[config.mk]
export PLATFORM = sky130hd
export DESIGN_NAME = scene_state_buffer
export DESIGN_NICKNAME = d
export VERILOG_FILES = /design/src/rtl/scene_state_buffer.sv
export SDC_FILE = /design/constraint.sdc
export NUM_CORES = 2
export LEC_CHECK = 0
export BUFFER_PORTS_ARGS = -buffer_cell sky130_fd_sc_hd__buf_2
export CORE_AREA = 2 2 609 611
export CTS_BUF_LIST = sky130_fd_sc_hd__clkbuf_16
export CTS_CLUSTER_DIAMETER = 50
export DETAILED_ROUTE_END_ITERATION = 6
export DIE_AREA = 0 0 611 613
export PLACE_DENSITY = 0.52
export SLEW_MARGIN = 40
export SYNTH_ARGS = -nofsm -noshare
export SYNTH_HDL_FRONTEND = slang
export SYNTH_SLANG_ARGS = --single-unit
export TNS_END_PERCENT = 100
[constraint.sdc]
create_clock -name clk_in -period 4.5 [get_ports clk_in]
set_input_delay 0.225 -clock clk_in [delete_from_list [all_inputs] [get_ports clk_in]]
set_output_delay 0.225 -clock clk_in [all_outputs]
set_load 0.05 [all_outputs]
[src/rtl/scene_state_buffer.sv]
`default_nettype none
// +----------------------------------------------------------------------------+
// | Module      : scene_state_buffer                                           |
// | Description : Double-buffered Camera/Light/Shape store. The decoder writes |
// |               the back bank and the renderer reads the front bank. Banks   |
// |               swap on opFrame once the renderer is idle. The optional      |
// |               SCENE_BANK_COPY_EN macro reloads the new back bank from the  |
// |               new front bank on every swap.                                |
// | Revision    : 1.0 - initial release                                        |
// +----------------------------------------------------------------------------+

package scene_pkg;
  localparam int DECODED_INSTRUCTION_WIDTH = 44;
  localparam int CAMERA_WIDTH              = 176;
  localparam int LIGHT_WIDTH               = 130;
  localparam int SHAPE_WIDTH               = 182;

  typedef enum logic [3:0] {
    opUnsupported = 4'd0,
    opCameraSet   = 4'd1,
    opLightSet    = 4'd2,
    opShapeSet    = 4'd3,
    opShapeInit   = 4'd4,
    opShapeData   = 4'd5,
    opRender      = 4'd6,
    opFrame       = 4'd7,
    opLoop        = 4'd8,
    opEnd         = 4'd9
  } itype_e;

  typedef struct packed {
    logic [3:0]  iType;
    logic [7:0]  lIndex;
    logic [7:0]  sIndex;
    logic [3:0]  sType;
    logic [3:0]  prop;
    logic [15:0] data;
  } decoded_inst_t;
endpackage

module scene_state_buffer
  import scene_pkg::*;
#(
  parameter int NUM_SHAPES_P = 4,
  parameter int NUM_LIGHTS_P = 2,
  parameter int SHAPE_AW     = $clog2(NUM_SHAPES_P),
  parameter int LIGHT_AW     = $clog2(NUM_LIGHTS_P)
) (
  input  logic                                 clk_in,
  input  logic                                 rst_in,
  input  logic                                 inst_valid,
  output logic                                 inst_ready,
  input  logic [DECODED_INSTRUCTION_WIDTH-1:0] inst,
  input  logic                                 render_busy,
  output logic                                 render_start,
  output logic                                 frame_swapped,
  output logic                                 program_done,
  output logic [7:0]                           err_count,
  output logic [CAMERA_WIDTH-1:0]              camera,
  input  logic                                 shape_rd_en,
  input  logic [SHAPE_AW-1:0]                  shape_rd_addr,
  output logic [SHAPE_WIDTH-1:0]               shape_rd_data,
  input  logic                                 light_rd_en,
  input  logic [LIGHT_AW-1:0]                  light_rd_addr,
  output logic [LIGHT_WIDTH-1:0]               light_rd_data
);

  // Each entry is an array of 16-bit fields indexed directly by prop; field 0 is unused.
  localparam int CAM_F   = 12;
  localparam int LIGHT_F = 10;
  localparam int SHAPE_F = 14;

  localparam logic [7:0]        NUM_SHAPES_C = 8'(NUM_SHAPES_P);
  localparam logic [7:0]        NUM_LIGHTS_C = 8'(NUM_LIGHTS_P);
  localparam logic [SHAPE_AW:0] SHAPE_LIM    = (SHAPE_AW+1)'(NUM_SHAPES_P);
  localparam logic [LIGHT_AW:0] LIGHT_LIM    = (LIGHT_AW+1)'(NUM_LIGHTS_P);

  typedef enum logic [0:0] {ST_ACCEPT = 1'b0, ST_SWAP_WAIT = 1'b1} state_e;

  state_e state_q, state_d;
  logic   bank_sel_q;
  logic   render_start_q, frame_swapped_q, program_done_q;
  logic [7:0] err_count_q;
  logic [SHAPE_WIDTH-1:0] shape_rd_q;
  logic [LIGHT_WIDTH-1:0] light_rd_q;

  logic [1:0][CAM_F-1:0][15:0]                     cam_q;
  logic [1:0][NUM_LIGHTS_P-1:0][LIGHT_F-1:0][15:0] light_q;
  logic [1:0][NUM_SHAPES_P-1:0][SHAPE_F-1:0][15:0] shape_q;

  decoded_inst_t in_s;
  logic back, accept, swap, drop, cam_we, light_we, shape_we, shape_init;
  logic [15:0] light_wdata, shape_wdata;
  logic [LIGHT_AW-1:0] lidx;
  logic [SHAPE_AW-1:0] sidx;
  logic [SHAPE_WIDTH-1:0] shape_front;
  logic [LIGHT_WIDTH-1:0] light_front;

  assign in_s = decoded_inst_t'(inst);
  assign back = ~bank_sel_q;
  assign lidx = in_s.lIndex[LIGHT_AW-1:0];
  assign sidx = in_s.sIndex[SHAPE_AW-1:0];

  always_comb begin
    state_d     = state_q;
    inst_ready  = (state_q == ST_ACCEPT);
    accept      = inst_valid && inst_ready;
    swap        = 1'b0;
    drop        = 1'b0;
    cam_we      = 1'b0;
    light_we    = 1'b0;
    shape_we    = 1'b0;
    shape_init  = 1'b0;
    light_wdata = (in_s.prop == 4'd1) ? {14'h0, in_s.data[1:0]} : in_s.data;
    shape_wdata = (in_s.prop == 4'd1) ? {12'h0, in_s.data[3:0]} :
                  (in_s.prop == 4'd2) ? {14'h0, in_s.data[1:0]} : in_s.data;
    case (state_q)
      ST_ACCEPT: begin
        if (accept && in_s.iType == opFrame) begin
          if (render_busy) state_d = ST_SWAP_WAIT;
          else             swap    = 1'b1;
        end
      end
      ST_SWAP_WAIT: begin
        if (!render_busy) begin
          swap    = 1'b1;
          state_d = ST_ACCEPT;
        end
      end
      default: state_d = ST_ACCEPT;
    endcase
    if (accept) begin
      case (in_s.iType)
        opCameraSet: begin
          if (in_s.prop != 4'd0 && in_s.prop <= 4'd11) cam_we = 1'b1;
          else                                         drop   = 1'b1;
        end
        opLightSet: begin
          if (in_s.lIndex < NUM_LIGHTS_C && in_s.prop != 4'd0 && in_s.prop <= 4'd9)
            light_we = 1'b1;
          else
            drop = 1'b1;
        end
        opShapeSet: begin
          if (in_s.sIndex < NUM_SHAPES_C && in_s.prop != 4'd0 && in_s.prop <= 4'd13)
            shape_we = 1'b1;
          else
            drop = 1'b1;
        end
        opShapeInit: begin
          if (in_s.sIndex < NUM_SHAPES_C) shape_init = 1'b1;
          else                            drop       = 1'b1;
        end
        opShapeData, opRender, opFrame, opLoop, opEnd: ;
        default: drop = 1'b1;
      endcase
    end
  end

  // Front-bank views: camera is combinational, shape/light feed the read registers.
  assign shape_front[3:0]  = shape_q[bank_sel_q][shape_rd_addr][1][3:0];
  assign shape_front[5:4]  = shape_q[bank_sel_q][shape_rd_addr][2][1:0];
  assign shape_front[21:6] = shape_q[bank_sel_q][shape_rd_addr][3];
  assign light_front[1:0]  = light_q[bank_sel_q][light_rd_addr][1][1:0];
  assign light_front[17:2] = light_q[bank_sel_q][light_rd_addr][2];

  for (genvar k = 1; k < CAM_F; k++) begin : g_cam
    assign camera[16*(k-1) +: 16] = cam_q[bank_sel_q][k];
  end
  for (genvar k = 4; k < SHAPE_F; k++) begin : g_shape
    assign shape_front[22+16*(k-4) +: 16] = shape_q[bank_sel_q][shape_rd_addr][k];
  end
  for (genvar k = 3; k < LIGHT_F; k++) begin : g_light
    assign light_front[18+16*(k-3) +: 16] = light_q[bank_sel_q][light_rd_addr][k];
  end

  always_ff @(posedge clk_in) begin
    if (rst_in) begin
      state_q         <= ST_ACCEPT;
      bank_sel_q      <= 1'b0;
      render_start_q  <= 1'b0;
      frame_swapped_q <= 1'b0;
      program_done_q  <= 1'b0;
      err_count_q     <= 8'h00;
      shape_rd_q      <= '0;
      light_rd_q      <= '0;
      cam_q           <= '0;
      light_q         <= '0;
      shape_q         <= '0;
    end else begin
      state_q         <= state_d;
      render_start_q  <= accept && (in_s.iType == opRender);
      frame_swapped_q <= swap;
      if (accept && in_s.iType == opEnd) program_done_q <= 1'b1;
      if (drop && err_count_q != 8'hFF)  err_count_q    <= err_count_q + 8'd1;
      if (swap)     bank_sel_q <= ~bank_sel_q;
      if (cam_we)   cam_q[back][in_s.prop] <= in_s.data;
      if (light_we) light_q[back][lidx][in_s.prop] <= light_wdata;
      if (shape_we) shape_q[back][sidx][in_s.prop] <= shape_wdata;
      if (shape_init)
        shape_q[back][sidx] <= {{(SHAPE_F-2){16'h0000}}, {12'h000, in_s.sType}, 16'h0000};
`ifdef SCENE_BANK_COPY_EN
      // Swaps never coincide with a bank write, so the copy has the bank to itself.
      if (swap) begin
        cam_q[bank_sel_q]   <= cam_q[back];
        light_q[bank_sel_q] <= light_q[back];
        shape_q[bank_sel_q] <= shape_q[back];
      end
`else
`endif
      if (shape_rd_en) shape_rd_q <= ({1'b0, shape_rd_addr} < SHAPE_LIM) ? shape_front : '0;
      if (light_rd_en) light_rd_q <= ({1'b0, light_rd_addr} < LIGHT_LIM) ? light_front : '0;
    end
  end

  assign render_start  = render_start_q;
  assign frame_swapped = frame_swapped_q;
  assign program_done  = program_done_q;
  assign err_count     = err_count_q;
  assign shape_rd_data = shape_rd_q;
  assign light_rd_data = light_rd_q;

endmodule
`default_nettype wire

---- After elaboration in Yosys (flattened, before gate mapping) ----
Cells that the tools add are included.
word-level totals
  output and inout bits ................... 500
  latch bits .............................. 0
  bits in writable memories ............... 0
  flip-flop bits (word level) ............. 3141
  logic and storage cells ................. 291
  bits of input ports ..................... 53
  memory bits (read-only) ................. 0
  memories kept ........................... 0
cells by class
  shifts and indexed selects .............. 0
  order comparisons ....................... 16
  reduce and logical (&&, ||, !) cells .... 16
  equality and inequality tests ........... 12
  bitwise operators ....................... 2
  multiply operators ...................... 0
  divide/modulo/power cells ............... 0
  $add $sub $neg .......................... 1
  multiplexer cells ....................... 60
operators with widths
  cell                 number
  $mux 1792            3
  $bwmux 1792          2
  $mux 896             4
  $demux 896 s1        2
  $mux 320             3
  $demux 224 s2        2
  $mux 224             3
  $bwmux 640           1
  $mux 192             3
  $mux 160             3
  $bmux 224 s2         1
  $bwmux 384           1
  $demux 320 s1        1
  $demux 192 s1        1
  $demux 160 s1        1
  $demux 16 s4         1
  $mux 16              4
  $mux 1               21
  $eq 4x3->1 const B   4
  $logic_and 1x1->1    14
  $eq 4x2->1 const B   3
  $le 4x4->1 const B   3
  $add 8x1->8 const B  1
  $eq 4x1->1 const B   2
  15 further kinds     23

---- Logic depth before layout (Yosys ltp) ----
  word-level depth ........................ 13
  gate-level depth with buffers ........... 11
  gate-level depth less buffers ........... 6

---- Least setup slack after synthesis ----
Ideal clock, no wire load.
  path type ............................... register -> output
  start point ............................. register bank_sel_q
  end point ............................... output camera[100]
  path buffers ............................ 5
  setup slack ............................. 2173 ps
  required time ........................... 4275 ps
  arrival ................................. 2102 ps
  cell stages (with the launch flop) ...... 7
  path through ............................ dfxtp_1 buf_2 buf_2 buf_1 clkbuf_1 buf_2 mux2_2
on the way
  longest elaborated chain between the ends .. 2
ends and longest elaborated chain
  element                   line  source
  start: declaration        81    logic bank_sel_q;
  start signal: assignment  196   if (swap) bank_sel_q <= ~bank_sel_q;
  $mux 192 (2 in series)    --
  end: declaration          59    output logic [CAMERA_WIDTH-1:0] camera,
No other way between the ends. The select of a mux whose other input is x is not followed.

---- Worst setup path after layout ----
  start point ............................. register bank_sel_q
  end point ............................... output camera[82]
Same word-level chain as after synthesis.

==> results by group <==
Global routing
  – Global route overflow: 0
  – First-pass GRT wire length: 575,600 um
  – Largest net degree at the start of global routing: 171
  – Vias in the first global route: 83,270
  – Antenna violations before repair: 19
  – Gr usage total: 20.22%

Timing
  – RSZ-0062 raised after global routing: no
  – Final TNS setup: 0 ns
  – Min cycle time layout: 3.409 ns
  – Final hold vios: 0
  – Slew margin rel.: 36.83%
  – Worst Clk Skew: 0.06244 ns
  – Max-slew violation count: 0
  – FMAX: 0.2934 GHz
  – Finish-stage setup viols: 0
  – Slew @ Worst Pin: 0.9475 ns
  – Final worst-path cycle share: 75.74%

Pwr
  – Clk pwr share: 52.0%
  – Total Power: 54,740 uW
  – Peak VDD IR: 0.2936 mV
  – Sequential share of power: 43.2%
  – Combinational Power Share: 4.9%
  – Pwr/cell area: 419.1 mW/mm^2
  – Switching portion of total power: 25.11%
  – Int Power: 41,000 uW
  – Switch Pwr: 13,750 uW
  – P_leak: 0.04746 uW

Logic synthesis
  – Area contributors post-synth: dfxtp_1, mux4_2, nand2_1
  – Post-synthesis cell count: 11,850
  – Syn_area_per_cell: 9.295 um^2
  – Post-synthesis sequential area ratio: 48.21%
  – Top cells by count, synth: nand2_1, dfxtp_1, a21oi_1, nor2_1, mux2i_1
  – Count of state elements after synthesis: 2,653
  – Synth area leader: dfxtp_1
  – Syn Nets: 11,910
  – Ys flop type: dfxtp_1
  – Yosys top cell area share: 48.21%
  – Most instantiated library cell after synthesis: nand2_1
  – Distinct cells, synth: 59
  – Synth Cell Area: 0.1102 mm^2
  – Number of synthesized flops with an enable pin: 0
  – YS warnings: 0
  – Async SR Flop Fraction: 0%

Floorplanning
  – Core ar.: 0.3677 mm^2
  – Die area: 0.3745 mm^2
  – Starting Density: 29.96%
  – Site row count: 223
  – Io pins: 553
  – Die W: 611 um
  – Chip height: 613 um

Worst setup path
  – Worst EP required: 4.28 ns
  – R2r startpoint: state_q
  – Setup Crit Path Kind: reg2out
  – Worst Setup SP: bank_sel_q
  – FF-to-FF path depth: 9
  – Crit path arrival time: 3.18 ns
  – CP Capture Type: output port
  – CP startpoint kind: flop
  – Worst Path Max Fanout: 77

Layout
  – Layout area overhead: 18.57%
  – Post-layout util: 35.52%
  – Non-filler instance count after layout: 17,230
  – Nets: 12,140
  – Layout cells sized above 1: 19.71%

Run status
  – Outcome: finished with violations
  – Violations in the final reports: DRC

CTS
  – CTS H-Tree Depth: 5
  – Clock Tree Buf Depth: 4
  – Clk_lat worst skew: 0.95 ns
  – Total CTS buffers: 357
  – Setup bufs post-CTS: 0
  – TritonCTS clock tree: yes
  – CTS Root Cell: clkbuf_16
  – Reg clk slew, reported paths: 0.06 ns
  – Sink Count: 2,653

Worst hold path
  – Hold Startpoint: light_rd_addr
  – Worst Hold Class: in2reg
  – Hold Path Cell Cnt: 4

Route
  – WL/cell: 22.87 um
  – Via density: 5.096
  – Post-route ant nets: 0
  – DRC: 2
  – DR pass1 iterations: 7
  – Initial DRC count: 7,325
  – Post-Route WL: 393,900 um
  – Vias: 87,790

Place
  – Gp weighted congestion: 0.7998
  – HPWL Detailed: 243,900 um
  – Number of buffers added on ports: 552
  – Cells after DPL: 16,520

Run
  – Max-cap viol count: 0
-- per-stage QoR --
step	area [um^2]	setup slack, ns	hold WS [ns]
2_1_floorplan	110200	2.173	0.3005
3_3_place_gp	117500	1.170	0.4342
3_5_place_dp	118300	1.126	0.4392
4_1_cts	130500	1.002	0.02083
5_1_grt	130600	0.9745	0.1130
6_report	130600	1.091	0.08296
-- power by group through the flow --
| stage | Combinational, uW | Clock (uW) | Sequential (uW) |
|---|---|---|---|
| after floorplan | 1290 | 0 | 24400 |
| after global placement | 2630 | 0 | 24100 |
| after detailed placement | 2640 | 0 | 24100 |
| after CTS | 2670 | 29000 | 23600 |
| after global routing | 2780 | 30000 | 23600 |
| final | 2670 | 28400 | 23600 |
-- repair_timing --
item | 4_1_cts | 5_1_grt
resized for setup | 0 | 0
setup endpoints to repair | 0 | 0
hold buffers | 35 | 1
hold endpoints to repair | 658 | 5
-- worst max-delay path: stages (launching register included) --
cell     delay, ns
dfxtp_4       0.81
buf_6         0.69
mux2_2        0.44
buf_2         0.22
-- layer usage --
layer  GRT usage [%]  vias up  part of all wire (%)
met2           32.92     2638                    46
met4           8.342        2                   4.2
met3           3.150      591                   5.8
li1                -    41540                     -
met1           26.65    43020                    44
met5               0        -                0.0033
-- state kept, by name, indices dropped and copies added, names as in the netlist --
register,cells
state_q,1
program_done,1
light_q,520
shape_q,1456
frame_swapped,1
shape_rd_data,182
err_count,8
light_rd_data,130
bank_sel_q,1
render_start,1
cam_q,352
-- worst paths after layout --
check / to / slack, ns
worst min-delay path: light_rd_data[65] / 0.08
worst max register to register: shape_q[433] / 1.11
worst max-delay path: camera[82] / 1.09
worst min register to register: shape_q[1757] / 0.45
-- cell usage in the layout (no fill, tap or decap), types with 22 or more instances in the layout --
master	instances
nand2_1	2830
dfxtp_1	2652
a21oi_1	1404
nor2_1	738
mux2i_1	674
buf_2	544
nand3_1	526
o21ai_0	517
mux4_2	494
clkbuf_16	359
buf_4	341
a211oi_1	186
mux2_2	178
nand4_1	94
nor4_4	88
nor4_1	67
buf_12	63
clkinv_1	55
clkinv_2	50
inv_1	48
bufinv_16	38
dlygate4sd3_1	36
nor3_1	34
inv_6	29
clkinvlp_4	28
clkinv_4	23
nand4_2	22
-- final cells by class --
| class | count | area [um^2] |
|---|---|---|
| multi-input cells | 8053 | 52170 |
| diodes | 12 | 30.03 |
| fillers | 37090 | 237100 |
| flip-flops and latches | 2653 | 53110 |
| inverters | 2 | 15.01 |
| clock buffers | 358 | 8959 |
| well taps | 4837 | 6052 |
| repair buffers | 1016 | 7427 |
| clock inverters | 295 | 2860 |
-- logic make-up after synthesis --
family,count (synthesis),share of synthesized area (%)
compound gates,2130,10.18
simple gates,4566,18.74
buf+inv,1147,4.721
fa+ha+maj,1,0.01136
mux,1356,18.14
flops,2653,48.21
Note: power is estimated with default switching activity, not from simulation.
